**src/rtl/memory_page_reader.sv**
```systemverilog
// memory_page_reader
//
// Reads one page from the paged Memory block. The sequence is:
//   1. A dummy read refreshes the page's entry count.
//   2. The count is latched.
//   3. Addresses 0 .. count-1 are issued.
// Returning data passes through a small skid FIFO and leaves as a
// valid/ready stream, with m_last on the final entry.
//
// The memory read latency is tracked with a shift register of tag bits that
// travels alongside each read. A read is issued only when there is
// guaranteed room for its data, counting both data already in the FIFO and
// data still in flight. This lets the FIFO absorb any amount of backpressure
// without overflowing.
//
// Ports:
//   clkb, rstb_n        clock (rising edge), asynchronous active-low reset
//   start, start_page   single-cycle request and page to read; taken only when idle
//   busy, done          busy from the cycle after start until the done pulse, inclusive
//   addrb, pageb, enb,  Memory read port controls
//   regceb
//   doutb, nent         Memory read data and per-page entry count
//   m_data, m_valid,    output stream; m_last marks the final entry
//   m_ready, m_last
module memory_page_reader #(
  parameter int RAM_WIDTH    = 18,
  parameter int RAM_DEPTH    = 1024,
  parameter int PAGE_W       = 1,
  parameter int READ_LATENCY = 2,
  parameter int FIFO_DEPTH   = READ_LATENCY + 2,
  localparam int AW          = (RAM_DEPTH > 1) ? $clog2(RAM_DEPTH) : 1
) (
  input  logic                 clkb,
  input  logic                 rstb_n,
  input  logic                 start,
  input  logic [PAGE_W-1:0]    start_page,
  output logic                 busy,
  output logic                 done,
  output logic [AW-1:0]        addrb,
  output logic [PAGE_W-1:0]    pageb,
  output logic                 enb,
  output logic                 regceb,
  input  logic [RAM_WIDTH-1:0] doutb,
  input  logic [4:0]           nent,
  output logic [RAM_WIDTH-1:0] m_data,
  output logic                 m_valid,
  input  logic                 m_ready,
  output logic                 m_last
);

  typedef enum logic [2:0] {IDLE, COUNT, SAMPLE, READ, DRAIN} state_t;

  // Counters hold outstanding + fifo_count without wrapping.
  localparam int CW = $clog2(2 * FIFO_DEPTH + 1);
  localparam int PW = (FIFO_DEPTH > 1) ? $clog2(FIFO_DEPTH) : 1;

  state_t                state_q, state_d;
  logic [4:0]            cnt_q, cnt_d;
  logic [4:0]            rd_addr_q, rd_addr_d;
  logic [PAGE_W-1:0]     pageb_q, pageb_d;
  logic                  done_q, done_d;
  logic                  regceb_q;

  // occ marks any read in flight, including the dummy count read.
  // vld marks reads whose data must be pushed. lst marks the final entry.
  logic [READ_LATENCY-1:0] occ_q, vld_q, lst_q;
  logic                    issue_vld, issue_lst;

  logic [RAM_WIDTH-1:0]  fifo_data_q [FIFO_DEPTH];
  logic                  fifo_last_q [FIFO_DEPTH];
  logic [PW-1:0]         wr_ptr_q, rd_ptr_q;
  logic [CW-1:0]         fifo_count_q;
  logic [CW-1:0]         outstanding;
  logic                  push, pop, room;

  function automatic logic [PW-1:0] ptr_inc(input logic [PW-1:0] p);
    return (p == PW'(FIFO_DEPTH - 1)) ? '0 : p + 1'b1;
  endfunction

  assign push    = vld_q[READ_LATENCY-1];
  assign m_valid = (fifo_count_q != '0);
  assign pop     = m_valid & m_ready;
  assign m_data  = fifo_data_q[rd_ptr_q];
  assign m_last  = fifo_last_q[rd_ptr_q];
  assign pageb   = pageb_q;
  assign done    = done_q;
  assign regceb  = regceb_q;
  assign busy    = (state_q != IDLE) | done_q;

  // Count the in-flight reads that will push into the FIFO.
  always_comb begin
    outstanding = '0;
    for (int i = 0; i < READ_LATENCY; i++) begin
      outstanding = outstanding + CW'(vld_q[i]);
    end
  end

  assign room = (outstanding + fifo_count_q) < CW'(FIFO_DEPTH);

  // Next-state logic and read-port drive.
  // The done pulse is raised one cycle early: when the final beat is being
  // accepted, done lands in the cycle right after the m_last handshake.
  always_comb begin
    state_d   = state_q;
    cnt_d     = cnt_q;
    rd_addr_d = rd_addr_q;
    pageb_d   = pageb_q;
    done_d    = 1'b0;
    enb       = 1'b0;
    addrb     = '0;
    issue_vld = 1'b0;
    issue_lst = 1'b0;
    unique case (state_q)
      IDLE: begin
        if (start && !done_q) begin
          pageb_d = start_page;
          state_d = COUNT;
        end
      end
      COUNT: begin
        enb     = 1'b1;
        state_d = SAMPLE;
      end
      SAMPLE: begin
        cnt_d     = nent;
        rd_addr_d = '0;
        state_d   = (nent != 5'd0) ? READ : DRAIN;
      end
      READ: begin
        if (rd_addr_q < cnt_q) begin
          if (room) begin
            enb       = 1'b1;
            addrb     = AW'(rd_addr_q);
            issue_vld = 1'b1;
            issue_lst = (rd_addr_q == cnt_q - 5'd1);
            rd_addr_d = rd_addr_q + 5'd1;
            if (rd_addr_q + 5'd1 == cnt_q) begin
              state_d = DRAIN;
            end
          end
        end else begin
          state_d = DRAIN;
        end
      end
      DRAIN: begin
        if ((occ_q == '0) &&
            ((fifo_count_q == '0) || ((fifo_count_q == CW'(1)) && pop))) begin
          done_d  = 1'b1;
          state_d = IDLE;
        end
      end
      default: state_d = IDLE;
    endcase
  end

  // Control registers.
  // After reset release, regceb is held at 1.
  always_ff @(posedge clkb or negedge rstb_n) begin
    if (!rstb_n) begin
      state_q   <= IDLE;
      cnt_q     <= '0;
      rd_addr_q <= '0;
      pageb_q   <= '0;
      done_q    <= 1'b0;
      regceb_q  <= 1'b0;
    end else begin
      state_q   <= state_d;
      cnt_q     <= cnt_d;
      rd_addr_q <= rd_addr_d;
      pageb_q   <= pageb_d;
      done_q    <= done_d;
      regceb_q  <= 1'b1;
    end
  end

  // Tag pipe.
  // The last stage lines up with the cycle in which doutb holds that
  // read's data. Reset clears the pipe, so any data that arrives late is
  // dropped.
  always_ff @(posedge clkb or negedge rstb_n) begin
    if (!rstb_n) begin
      occ_q <= '0;
      vld_q <= '0;
      lst_q <= '0;
    end else begin
      for (int i = 1; i < READ_LATENCY; i++) begin
        occ_q[i] <= occ_q[i-1];
        vld_q[i] <= vld_q[i-1];
        lst_q[i] <= lst_q[i-1];
      end
      occ_q[0] <= enb;
      vld_q[0] <= issue_vld;
      lst_q[0] <= issue_lst;
    end
  end

  // Show-ahead skid FIFO.
  // The issue rule ensures a push never finds the FIFO full.
  always_ff @(posedge clkb or negedge rstb_n) begin
    if (!rstb_n) begin
      for (int i = 0; i < FIFO_DEPTH; i++) begin
        fifo_data_q[i] <= '0;
        fifo_last_q[i] <= 1'b0;
      end
      wr_ptr_q     <= '0;
      rd_ptr_q     <= '0;
      fifo_count_q <= '0;
    end else begin
      if (push) begin
        fifo_data_q[wr_ptr_q] <= doutb;
        fifo_last_q[wr_ptr_q] <= lst_q[READ_LATENCY-1];
        wr_ptr_q              <= ptr_inc(wr_ptr_q);
      end
      if (pop) begin
        rd_ptr_q <= ptr_inc(rd_ptr_q);
      end
      fifo_count_q <= fifo_count_q + CW'(push) - CW'(pop);
    end
  end

endmodule

```
**config.mk**
```make
export PLATFORM = sky130hd
export DESIGN_NAME = memory_page_reader
export DESIGN_NICKNAME = d
export VERILOG_FILES = /design/src/rtl/memory_page_reader.sv
export SDC_FILE = /design/constraint.sdc
export NUM_CORES = 1
export LEC_CHECK = 0
export CELL_PAD_IN_SITES_DETAIL_PLACEMENT = 1
export CELL_PAD_IN_SITES_GLOBAL_PLACEMENT = 1
export CORE_UTILIZATION = 51
export CTS_BUF_LIST = sky130_fd_sc_hd__clkbuf_2
export DETAILED_ROUTE_END_ITERATION = 8
export GPL_TIMING_DRIVEN = 0
export PLACE_DENSITY_LB_ADDON = 0.1
export SYNTH_ARGS = -nofsm -noshare
export SYNTH_HDL_FRONTEND = slang
export SYNTH_SLANG_ARGS = --single-unit
```
**constraint.sdc**
```tcl
create_clock -name clkb -period 6.3 [get_ports clkb]
set_clock_uncertainty 0.05 [all_clocks]
set_input_delay 0.63 -clock clkb [delete_from_list [all_inputs] [get_ports clkb]]
set_output_delay 0.63 -clock clkb [all_outputs]
set_load 0.03 [all_outputs]
```
==> metrics.txt <==
CP arrival 3380 ps; synthesis-stage register bit count 106; result of the run completed; asr flop ratio synth 100%; Lkg Pwr 2.57 nW; Synth top cells by count dfrtp_1 (106), mux2_2 (79), nand2_1 (20); Core Region 9730 um^2; Slew Limit Fails 0; Final #Nets 497; htree depth 3; Antenna Nets Post-Route 0; Pwr Total 3.14 mW; global-route wire length before repair 18600 um; slowest cell delay on critical path 660 ps; Worst Hold Class reg -> reg; area added between synthesis and finish 17.5%; number of synthesized flops with an enable pin 0; setup violators final 0; Root Driver clkbuf_2; DR vias 3243; endpoint class of the critical path output port; post-synthesis sequential area ratio 52.0%; Most used DFF post-synth dfrtp_1; die height 102 um; cell taking the most area after synthesis dfrtp_1; I/O Buffers 57; Netlist cell types 41; # IOs 63; Starting Density 52.4%; Avg Inst Size Synth 13.6 um^2; final-report hold violation count 0; Post-Syn Instances 375; RSZ-0062 raised after global routing no; Worst R2R Setup Slack 3900 ps; # rows 36; worst hold stages 0; Critical Path RT 5620 ps; DR iter-0 viols 65; slew margin rel. 52.3%; f_max 0.246 GHz; synthesized area 5100 um^2; worst reg2reg path depth 6; Sink Count 106; Reg clk slew, reported paths 310 ps; startpoint class of the critical path flip-flop; top cell type's share of synthesized area 52.0%; GRT Total Usage 24.3%; CTS tree done; DR vias/cell 5.52; vias in the first global route 3610; CTS buffer count 9; number of post-CTS setup repair buffers 0; total wire length 11200 um; CP Max Fanout 8; Fin Setup TNS 0 ps; max-cap violation count 0; critical path's slowest cell clkdlybuf4s50_1; main area contributors after synthesis dfrtp_1 (52%), mux2_2 (17%), mux4_2 (8.4%); Final period util 64.5%; critical path class reg -> out; Die X-Extent 102 um; GRT overflow 0; Max IR drop VDD 248 uV; count leader, synth dfrtp_1; routed len/inst 19.1 um; crit-path cells ha_1 -> a21o_1 -> a211oi_4 -> nand3_1 -> nor2_1 -> and2_1 -> clkdlybuf4s50_1; GP Congestion 0.816; fill count 993; hpwl dp 8330 um; layout cells sized above 1 28.0%; Antenna diodes 0; Initial DRT Pass Iterations 4; Residual DRC 0; antenna violations before repair 0; full die area 10400 um^2; CTS max path bufs 2; post-layout min period 4060 ps; PD cells 524 nW/um^2; clk_lat worst skew 600 ps; yosys warns 0; measured slew at the worst slew-check pin 715 ps; largest net degree at the start of global routing 72
[cells in the final DEF (no fill, tap or decap), drive strengths merged, types with 3 or more instances in the layout]
cell           synthesis  routed
a21o                   4       4
and2                   7       7
buf                    9      11
clkbuf                 9      18
clkdlybuf4s50          0      56
clkinv                 0       3
conb                   2       6
dfrtp                106     106
ha                    19      19
inv                   18      22
mux2                  79      79
mux4                  19      19
nand2                 20      20
nand3                 11      11
nor2                  11      11
nor2b                  3       3
nor3                   4       4
o211ai                 3       3
o21ai                 11      11
xnor2                  7       7
xor2                   5       5
[final timing paths]
check,to,start
min in group asynchronous,fifo_data_q[5]$_DFFE_PN0P_,rstb_n
min,lst_q[1]$_DFF_PN0_,lst_q[0]$_DFF_PN0_
min reg2reg,lst_q[1]$_DFF_PN0_,lst_q[0]$_DFF_PN0_
max in group asynchronous,cnt_q[2]$_DFFE_PN0P_,rstb_n
max,addrb[1],rd_addr_q[3]$_DFFE_PN0P_
max reg2reg,rd_addr_q[4]$_DFFE_PN0P_,rd_addr_q[3]$_DFFE_PN0P_
[layer usage]
layer	vias to the layer above	track usage, %	part of all wire (%)
met1	1675	29.0	42
li1	1492	-	-
met4	0	7.36	1.5
met2	61	42.9	53
met5	-	0	0
met3	15	6.57	3.2
[critical path, delay by kind of cell, from the launching register on]
family / cells / cell delay, ps
AND/OR/NAND/NOR: 3 / 690
buffers and inverters: 1 / 660
adder cells (fa/ha/maj): 1 / 350
AO/OA/AOI/OAI: 2 / 500
flip-flops: 1 / 560
[layout make-up]
| cell class | instances | area, um^2 | area share (%) |
|---|---|---|---|
| Tap cell | 133 | 166 | 2.78 |
| Clock inverter | 7 | 60.1 | 1.00 |
| Sequential cell | 106 | 2650 | 44.2 |
| Multi-Input combinational cell | 237 | 2300 | 38.3 |
| Clock buffer | 9 | 45.0 | 0.751 |
| Inverter | 18 | 67.6 | 1.13 |
| Timing Repair Buffer | 59 | 606 | 10.1 |
| Buffer | 18 | 100 | 1.67 |
[where the power goes]
group	total, mW	internal, mW	switching (mW)
logic	1.64	0.821	0.820
clock network	0.304	0.0612	0.243
registers	1.20	0.988	0.209
total	3.14	1.87	1.27
[cell families after synthesis]
| family | count (synthesis) | synth area share (%) |
|---|---|---|
| other | 2 | 0.147 |
| XOR/XNOR | 12 | 2.06 |
| buffers and inverters | 36 | 3.29 |
| adder cells (fa/ha/maj) | 20 | 5.05 |
| AO/OA/AOI/OAI | 31 | 4.29 |
| AND/OR/NAND/NOR | 69 | 7.16 |
| multiplexers | 99 | 26.0 |
| flip-flops | 106 | 52.0 |
[registers in the layout (all words and copies together) (netlist names)]
name	flops
done	1
wr_ptr_q	2
regceb	1
fifo_last_q	4
fifo_data_q	72
pageb	1
fifo_count_q	4
occ_q	2
state_q	3
lst_q	2
rd_addr_q	5
rd_ptr_q	2
cnt_q	5
vld_q	2
[through the flow]
step / std cells / setup slack (ps) / hold slack [ps] / util (%) / cell area (um^2)
6_report: 587 / 2240 / 343 / 61.6 / 5990
5_1_grt: 587 / 2000 / 352 / 61.6 / 5990
4_1_cts: 587 / 2190 / 343 / 61.6 / 5990
3_5_place_dp: 570 / 2940 / 286 / 60.4 / 5880
3_3_place_gp: 569 / 642 / 283 / 60.2 / 5850
2_1_floorplan: 379 / 3580 / 281 / - / 5120
[what timing repair did]
action                    4_1_cts  5_1_grt
gates resized for setup         0        0
hold buffers                    1        0
hold endpoints to repair       35        0
No activity file was read; power rests on OpenSTA's default activity.
